## src/rtl/forward_unit.sv

```systemverilog
// forward_unit: EX-stage operand forwarding selects and load-use stall detection (optional stall counter via FWD_STALL_CNT_EN)
module forward_unit #(
  parameter int REG_W = 5
`ifdef FWD_STALL_CNT_EN
  , parameter int CNT_W = 16
`endif
) (
  input  logic             clk_i,
  input  logic             rst_i,
  input  logic             ex_valid_i,
  input  logic [REG_W-1:0] ex_rs_i,
  input  logic [REG_W-1:0] ex_rt_i,
  input  logic [REG_W-1:0] ex_rd_i,
  input  logic             ex_regwrite_i,
  input  logic             ex_memread_i,
  input  logic [REG_W-1:0] id_rs_i,
  input  logic [REG_W-1:0] id_rt_i,
  input  logic             flush_i,
  output logic [1:0]       fwdA_sel_o,
  output logic [1:0]       fwdB_sel_o,
  output logic             stall_o
`ifdef FWD_STALL_CNT_EN
  , output logic [CNT_W-1:0] stall_cnt_o
`endif
);

  logic [REG_W-1:0] r_mem_rd;
  logic             r_mem_we;
  logic [REG_W-1:0] r_wb_rd;
  logic             r_wb_we;
  logic             w_ex_live;
  logic             w_a_mem;
  logic             w_a_wb;
  logic             w_b_mem;
  logic             w_b_wb;

  // a flushed or bubble instruction enters MEM as a non-writing slot
  assign w_ex_live = ex_valid_i & ~flush_i;

  // MEM and WB slots shift every cycle; a stall bubbles EX, never MEM
  always_ff @(posedge clk_i or posedge rst_i) begin
    if (rst_i) begin
      r_mem_rd <= '0;
      r_mem_we <= 1'b0;
      r_wb_rd  <= '0;
      r_wb_we  <= 1'b0;
    end else begin
      r_wb_rd  <= r_mem_rd;
      r_wb_we  <= r_mem_we;
      r_mem_rd <= ex_rd_i;
      r_mem_we <= ex_regwrite_i & w_ex_live;
    end
  end

  // register 0 is hardwired, so a match on it never forwards
  assign w_a_mem = (ex_rs_i != '0) & r_mem_we & (r_mem_rd == ex_rs_i);
  assign w_a_wb  = (ex_rs_i != '0) & r_wb_we  & (r_wb_rd  == ex_rs_i);
  assign w_b_mem = (ex_rt_i != '0) & r_mem_we & (r_mem_rd == ex_rt_i);
  assign w_b_wb  = (ex_rt_i != '0) & r_wb_we  & (r_wb_rd  == ex_rt_i);

  // newest producer wins: MEM result takes priority over WB result
  always_comb begin
    fwdA_sel_o = w_a_mem ? 2'd1 : w_a_wb ? 2'd2 : 2'd0;
    fwdB_sel_o = w_b_mem ? 2'd1 : w_b_wb ? 2'd2 : 2'd0;
  end

  // load in EX feeding the instruction in ID needs one bubble; flush and reset suppress it
  always_comb begin
    stall_o = ~rst_i & w_ex_live & ex_memread_i & ex_regwrite_i & (ex_rd_i != '0) &
              ((ex_rd_i == id_rs_i) | (ex_rd_i == id_rt_i));
  end

`ifdef FWD_STALL_CNT_EN
  logic [CNT_W-1:0] r_stall_cnt;

  // saturating count of stall cycles, cleared only by reset
  always_ff @(posedge clk_i or posedge rst_i) begin
    if (rst_i) r_stall_cnt <= '0;
    else if (stall_o && !(&r_stall_cnt)) r_stall_cnt <= r_stall_cnt + 1'b1;
  end

  assign stall_cnt_o = r_stall_cnt;
`endif

endmodule

```

## config.mk

```make
export PLATFORM = sky130hd
export DESIGN_NAME = forward_unit
export DESIGN_NICKNAME = d
export VERILOG_FILES = /design/src/rtl/forward_unit.sv
export SDC_FILE = /design/constraint.sdc
export NUM_CORES = 1
export LEC_CHECK = 0
export BUFFER_PORTS_ARGS = -buffer_cell sky130_fd_sc_hd__clkbuf_2
export CAP_MARGIN = 0
export CORE_UTILIZATION = 48
export CTS_CLUSTER_DIAMETER = 80
export DETAILED_ROUTE_END_ITERATION = 7
export PLACE_DENSITY_LB_ADDON = 0.05
export SLEW_MARGIN = 20
export SYNTH_ARGS = -nofsm -noshare
export SYNTH_HDL_FRONTEND = slang
export SYNTH_SLANG_ARGS = --single-unit
```

## constraint.sdc

```tcl
create_clock -name clk_i -period 1.8 [get_ports clk_i]
set_input_delay 0.18 -clock clk_i [delete_from_list [all_inputs] [get_ports clk_i]]
set_output_delay 0.18 -clock clk_i [all_outputs]
set_load 0.05 [all_outputs]
```

==> run summary, run 1 <==
outcome: completed
die width: 41.7 um
Tot GR Track Use: 19.3%
synth top area cells: dfrtp_1 40%, xnor2_1 23%, xor2_1 12%
Max Fclk: 569 MHz
Peak VDD IR: 0.000505 V
Yosys cell types: 16
vias in the first global route: 598
largest fanout on the critical path: 3
Worst EP arrival: 1.58 ns
dpl ws: 0.0475 ns
fin worst setup slack: 0.0437 ns
clock-pin slew of the registers on the worst-case setup and hold paths: 0.07 ns
die area: 1740 um^2
Leak: 0.454 nW
max-slew violation count: 0
Yosys reg bits: 12
most common cell after layout, fill and taps aside: clkbuf_2
Final period util: 97.6%
RSZ-0062 raised after global routing: yes
antenna violations before repair: 0
cts bufs inserted: 3
# fillers: 98
final wirelength: 1560 um
Tot Pwr: 0.000644 W
Tmin final: 1.76 ns
top cell type's share of synthesized area: 39.6%
total grt overflow: 0
Worst-Skew Late Latency: 0.26 ns
post-synth top area cell: dfrtp_1
Crit. End Element: primary output
setup TNS: 0 ns
CTS root buf: clkbuf_4
Post-DRT Antenna Nets: 0
Post-CTS Setup Inserts: 0
syn_nets: 99
DP Wirelength: 1270 um
Synth Cell Area: 758 um^2
Setup-failing EPs final: 0
Initial Util: 54.8%
TritonCTS clock tree: yes
largest net degree at the start of global routing: 13
# DRC: 0
clock sink total: 12
CTS Buffer Depth: 2
Clock Skew: 0.00164 ns
Ys Warns: 0
layout net count: 142
hold_ws: 0.0851 ns
most frequent cells in the layout: 31 x clkbuf_2, 20 x xnor2_1, 12 x dfrtp_1
worst rel slew slack: 80.0%
Hold Fails Final Rpt: 0
Mapped Cells: 68
global-route wire length before repair: 2560 um
port bufs: 35
Final Non-Filler Cells: 125
wire length per cell: 12.5 um
global placement routability congestion: 0.841
Startpoint Class: flop
num rows: 13
H-tree levels: 1
Iteration-0 DRC Markers: 5
CP Class: flop to primary output
Avg Inst Size Synth: 11.2 um^2
Area growth syn-to-layout: 39.8%
via count: 653
Worst-Margin Slew: 0.297 ns
min-delay worst type: input pin to flop
FF/Latch Area: 300 um^2
Required @ worst endpoint: 1.62 ns
die height: 41.7 um
Max Cap Viol: 0
layout cells sized above 1: 46.4%
Placed Cells incl. Taps: 120
Pwr per Cell Area: 608 nW/um^2
Avg Vias per Cell: 5.22
core region area: 1380 um^2
fraction of the yosys area taken by sequential cells: 39.6%
drt first pass iters: 5
area of the multi-input gates: 474 um^2
Inserted Diodes: 0
I/O Pins: 36
[cell usage after synthesis]
| master | number |
|---|---|
| xnor2_1 | 20 |
| or4_4 | 2 |
| buf_4 | 2 |
| o2111ai_1 | 1 |
| xor2_1 | 10 |
| nor4_2 | 4 |
| nand3_1 | 2 |
| nand2_1 | 3 |
| nor3_1 | 2 |
| inv_1 | 1 |
| dfrtp_1 | 12 |
| nor2_4 | 2 |
| nand4_1 | 4 |
| a21oi_1 | 1 |
| or4_1 | 1 |
| nor2_1 | 1 |
[kinds of logic (layout without fill, tap and decap cells)]
| kind of cell | Yosys count | count (layout) | synth area share [%] |
|---|---|---|---|
| buffers and inverters | 3 | 45 | 2.47 |
| flip-flops | 12 | 12 | 39.6 |
| AND/OR/NAND/NOR | 21 | 21 | 21.5 |
| AO/OA/AOI/OAI | 2 | 2 | 1.81 |
| XOR/XNOR | 30 | 30 | 34.7 |
[critical path, cell delays in order, from the launching register on]
cell,delay [ns]
dfrtp_1,0.43
xor2_1,0.26
nor4_4,0.09
nor4_4,0.23
buf_2,0.29
[state kept, by name, summed over array words and instances, names as in the netlist]
register	count
r_wb_rd	5
r_mem_we	1
r_wb_we	1
r_mem_rd	5
[worst paths after layout]
| path | from | cells after the start | slack (ns) | to |
|---|---|---|---|---|
| max | r_mem_rd[0] | 4 | 0.04 | fwdA_sel_o[1] |
| min | flush_i | 2 | 0.09 | r_mem_we |
| max reg2reg | r_mem_rd[0] | 0 | 1.24 | r_wb_rd[0] |
| min reg2reg | r_mem_we | 0 | 0.42 | r_wb_we |
| max in group asynchronous | rst_i | 4 | 1.17 | r_wb_rd[1] |
| min in group asynchronous | rst_i | 4 | 0.48 | r_mem_rd[0] |
[routing by layer]
metal | wire length, um | track usage, % | part of all wire [%]
met5 | 0 | 0 | 0
met4 | 24 | 3.87 | 1.5
met3 | 106 | 2.61 | 6.8
met2 | 816 | 35.6 | 52
met1 | 610 | 23.7 | 39
[where the power goes]
| group | internal (W) | switching, W | total (W) |
|---|---|---|---|
| Sequential | 0.000283 | 0.0000144 | 0.000297 |
| Combinational | 0.0000750 | 0.0000695 | 0.000144 |
| Clock | 0.000123 | 0.0000804 | 0.000203 |
| Total | 0.000480 | 0.000164 | 0.000644 |
[cell type report]
class	count	share of cell area [%]
flip-flops and latches	12	28.3
clock buffers	4	3.42
well taps	15	1.77
repair buffers	40	21.4
inverters	1	0.354
multi-input cells	53	44.7
[what timing repair did]
item | 4_1_cts | 5_1_grt
endpoints found under the hold margin | 12 | 0
hold buffers | 1 | 0
resized for setup | 4 | 7
setup endpoints to repair | 4 | 4
[per-stage QoR]
step / util (%) / cell area, um^2
after floorplan: - / 776
after global placement: 71.2 / 985
after detailed placement: 71.2 / 985
after CTS: 76.2 / 1050
after global routing: 76.7 / 1060
final: 76.7 / 1060
No activity file was read; power rests on OpenSTA's default activity.
==> run 2, diff against run 1 <==
CORE_UTILIZATION = 40   (was 48)
PLACE_DENSITY = 0.78   (was default)
PLACE_DENSITY_LB_ADDON = default   (was 0.05)
clock period = 1.5 ns   (was 1.8 ns; I/O delays follow)
==> run summary, run 2 (synthesis results as in run 1) <==
failing checks: negative setup slack
cts bufs inserted: 3
via count: 657
Worst EP arrival: 1.55 ns
# DRC: 0
wire length per cell: 11.1 um
clock-pin slew of the registers on the worst-case setup and hold paths: 0.06 ns
H-tree levels: 1
Hold Fails Final Rpt: 0
fin worst setup slack: -0.196 ns
die area: 2070 um^2
clock sink total: 12
drt first pass iters: 3
CP Class: flop to primary output
Critical-path top delay cell: dfrtp_1
num rows: 15
largest net degree at the start of global routing: 13
min-delay worst type: input pin to flop
Tmin final: 1.70 ns
Startpoint Class: flop
layout net count: 152
Tot Pwr: 0.000727 W
layout cells sized above 1: 51.3%
Avg Vias per Cell: 4.56
die width: 45.5 um
die height: 45.5 um
outcome: finished, violations left
Tot GR Track Use: 18.2%
core region area: 1750 um^2
max-slew violation count: 0
most frequent cells in the layout: 31 x clkbuf_2, 20 x xnor2_1, 14 x buf_4
Initial Util: 43.4%
CTS root buf: clkbuf_4
Clock Skew: 0.000148 ns
most common cell after layout, fill and taps aside: clkbuf_2
Area growth syn-to-layout: 53.1%
largest fanout on the critical path: 3
Required @ worst endpoint: 1.35 ns
TritonCTS clock tree: yes
vias in the first global route: 642
crit-path cells: xnor2_1 > nand4_1 > nor4_4 > nor4_4 > clkbuf_8
antenna violations before repair: 0
final wirelength: 1590 um
CTS Buffer Depth: 2
Worst-Margin Slew: 0.313 ns
CP max stage delay: 0.42 ns
I/O Pins: 36
Max Fclk: 590 MHz
Post-DRT Antenna Nets: 0
Final period util: 113%
Pwr per Cell Area: 626 nW/um^2
global placement routability congestion: 0.904
Worst-Skew Late Latency: 0.25 ns
Iteration-0 DRC Markers: 7
Setup-failing EPs final: 4
worst rel slew slack: 79.0%
Crit. End Element: primary output
DP Wirelength: 1440 um
CP most frequent cell: nor4_4
port bufs: 35
RSZ-0062 raised after global routing: yes
total grt overflow: 0
global-route wire length before repair: 2580 um
Leak: 0.501 nW
Inserted Diodes: 0
Peak VDD IR: 0.000425 V
dpl ws: -0.129 ns
Max Cap Viol: 0
largest registers: r_mem_rd: 5 flops, r_wb_rd: 5 flops
[run 2: what timing repair did]
action | CTS | global route
endpoints found under the setup margin | 4 | 4
hold buffers | 1 | 0
hold endpoints to repair | 12 | 0
resized for setup | 10 | 0
setup buffers | 1 | 0
[run 2: worst max-delay path, delay by kind of cell (launching register included)]
family / cells / cell delay (ns)
xor+xnor: 1 / 0.18
buf+inv: 1 / 0.18
simple gates: 3 / 0.52
flops: 1 / 0.42
[run 2: worst paths after layout]
| check | startpoint | to | slack (ns) | cells past startpoint |
|---|---|---|---|---|
| setup / recovery | r_mem_rd[4] | fwdA_sel_o[1] | -0.20 | 5 |
| hold / removal | flush_i | r_mem_we | 0.05 | 2 |
| setup reg to reg | r_mem_rd[2] | r_wb_rd[2] | 0.84 | 1 |
| hold reg to reg | r_mem_we | r_wb_we | 0.42 | 0 |
| max in group asynchronous | rst_i | r_wb_we | 0.92 | 4 |
| min in group asynchronous | rst_i | r_mem_rd[4] | 0.43 | 4 |
[run 2: per-layer routing]
metal / part of all wire, % / global-route usage [%]
met1: 38 / 19.7
met2: 55 / 33.7
met3: 7.0 / 2.78
met4: 0.50 / 9.09
met5: 0 / 0
[run 2: area by class of cell]
type | instances | area, um^2
well taps | 25 | 31.3
fillers | 154 | 584
inverters | 1 | 3.75
clock buffers | 3 | 22.5
flip-flops and latches | 12 | 300
repair buffers | 50 | 325
multi-input cells | 53 | 478
[run 2: metrics by stage]
| step | utilization (%) | instance area, um^2 | std cells | hold WS (ns) | setup TNS, ns |
|---|---|---|---|---|---|
| floorplan | - | 779 | 68 | 0.0226 | -0.289 |
| global placement | 61.2 | 1070 | 139 | 0.181 | -0.177 |
| detailed placement | 61.2 | 1070 | 139 | 0.181 | -0.313 |
| CTS | 66.5 | 1160 | 144 | 0.0442 | -0.832 |
| global route | 66.5 | 1160 | 144 | 0.0515 | -1.14 |
| finish | 66.5 | 1160 | 144 | 0.0500 | -0.729 |
[run 2: power breakdown]
group	leakage [nW]	internal [W]	switching (W)
logic	0.343	0.000106	0.0000851
registers	0.143	0.000339	0.0000167
clock network	0.0138	0.0000924	0.0000871
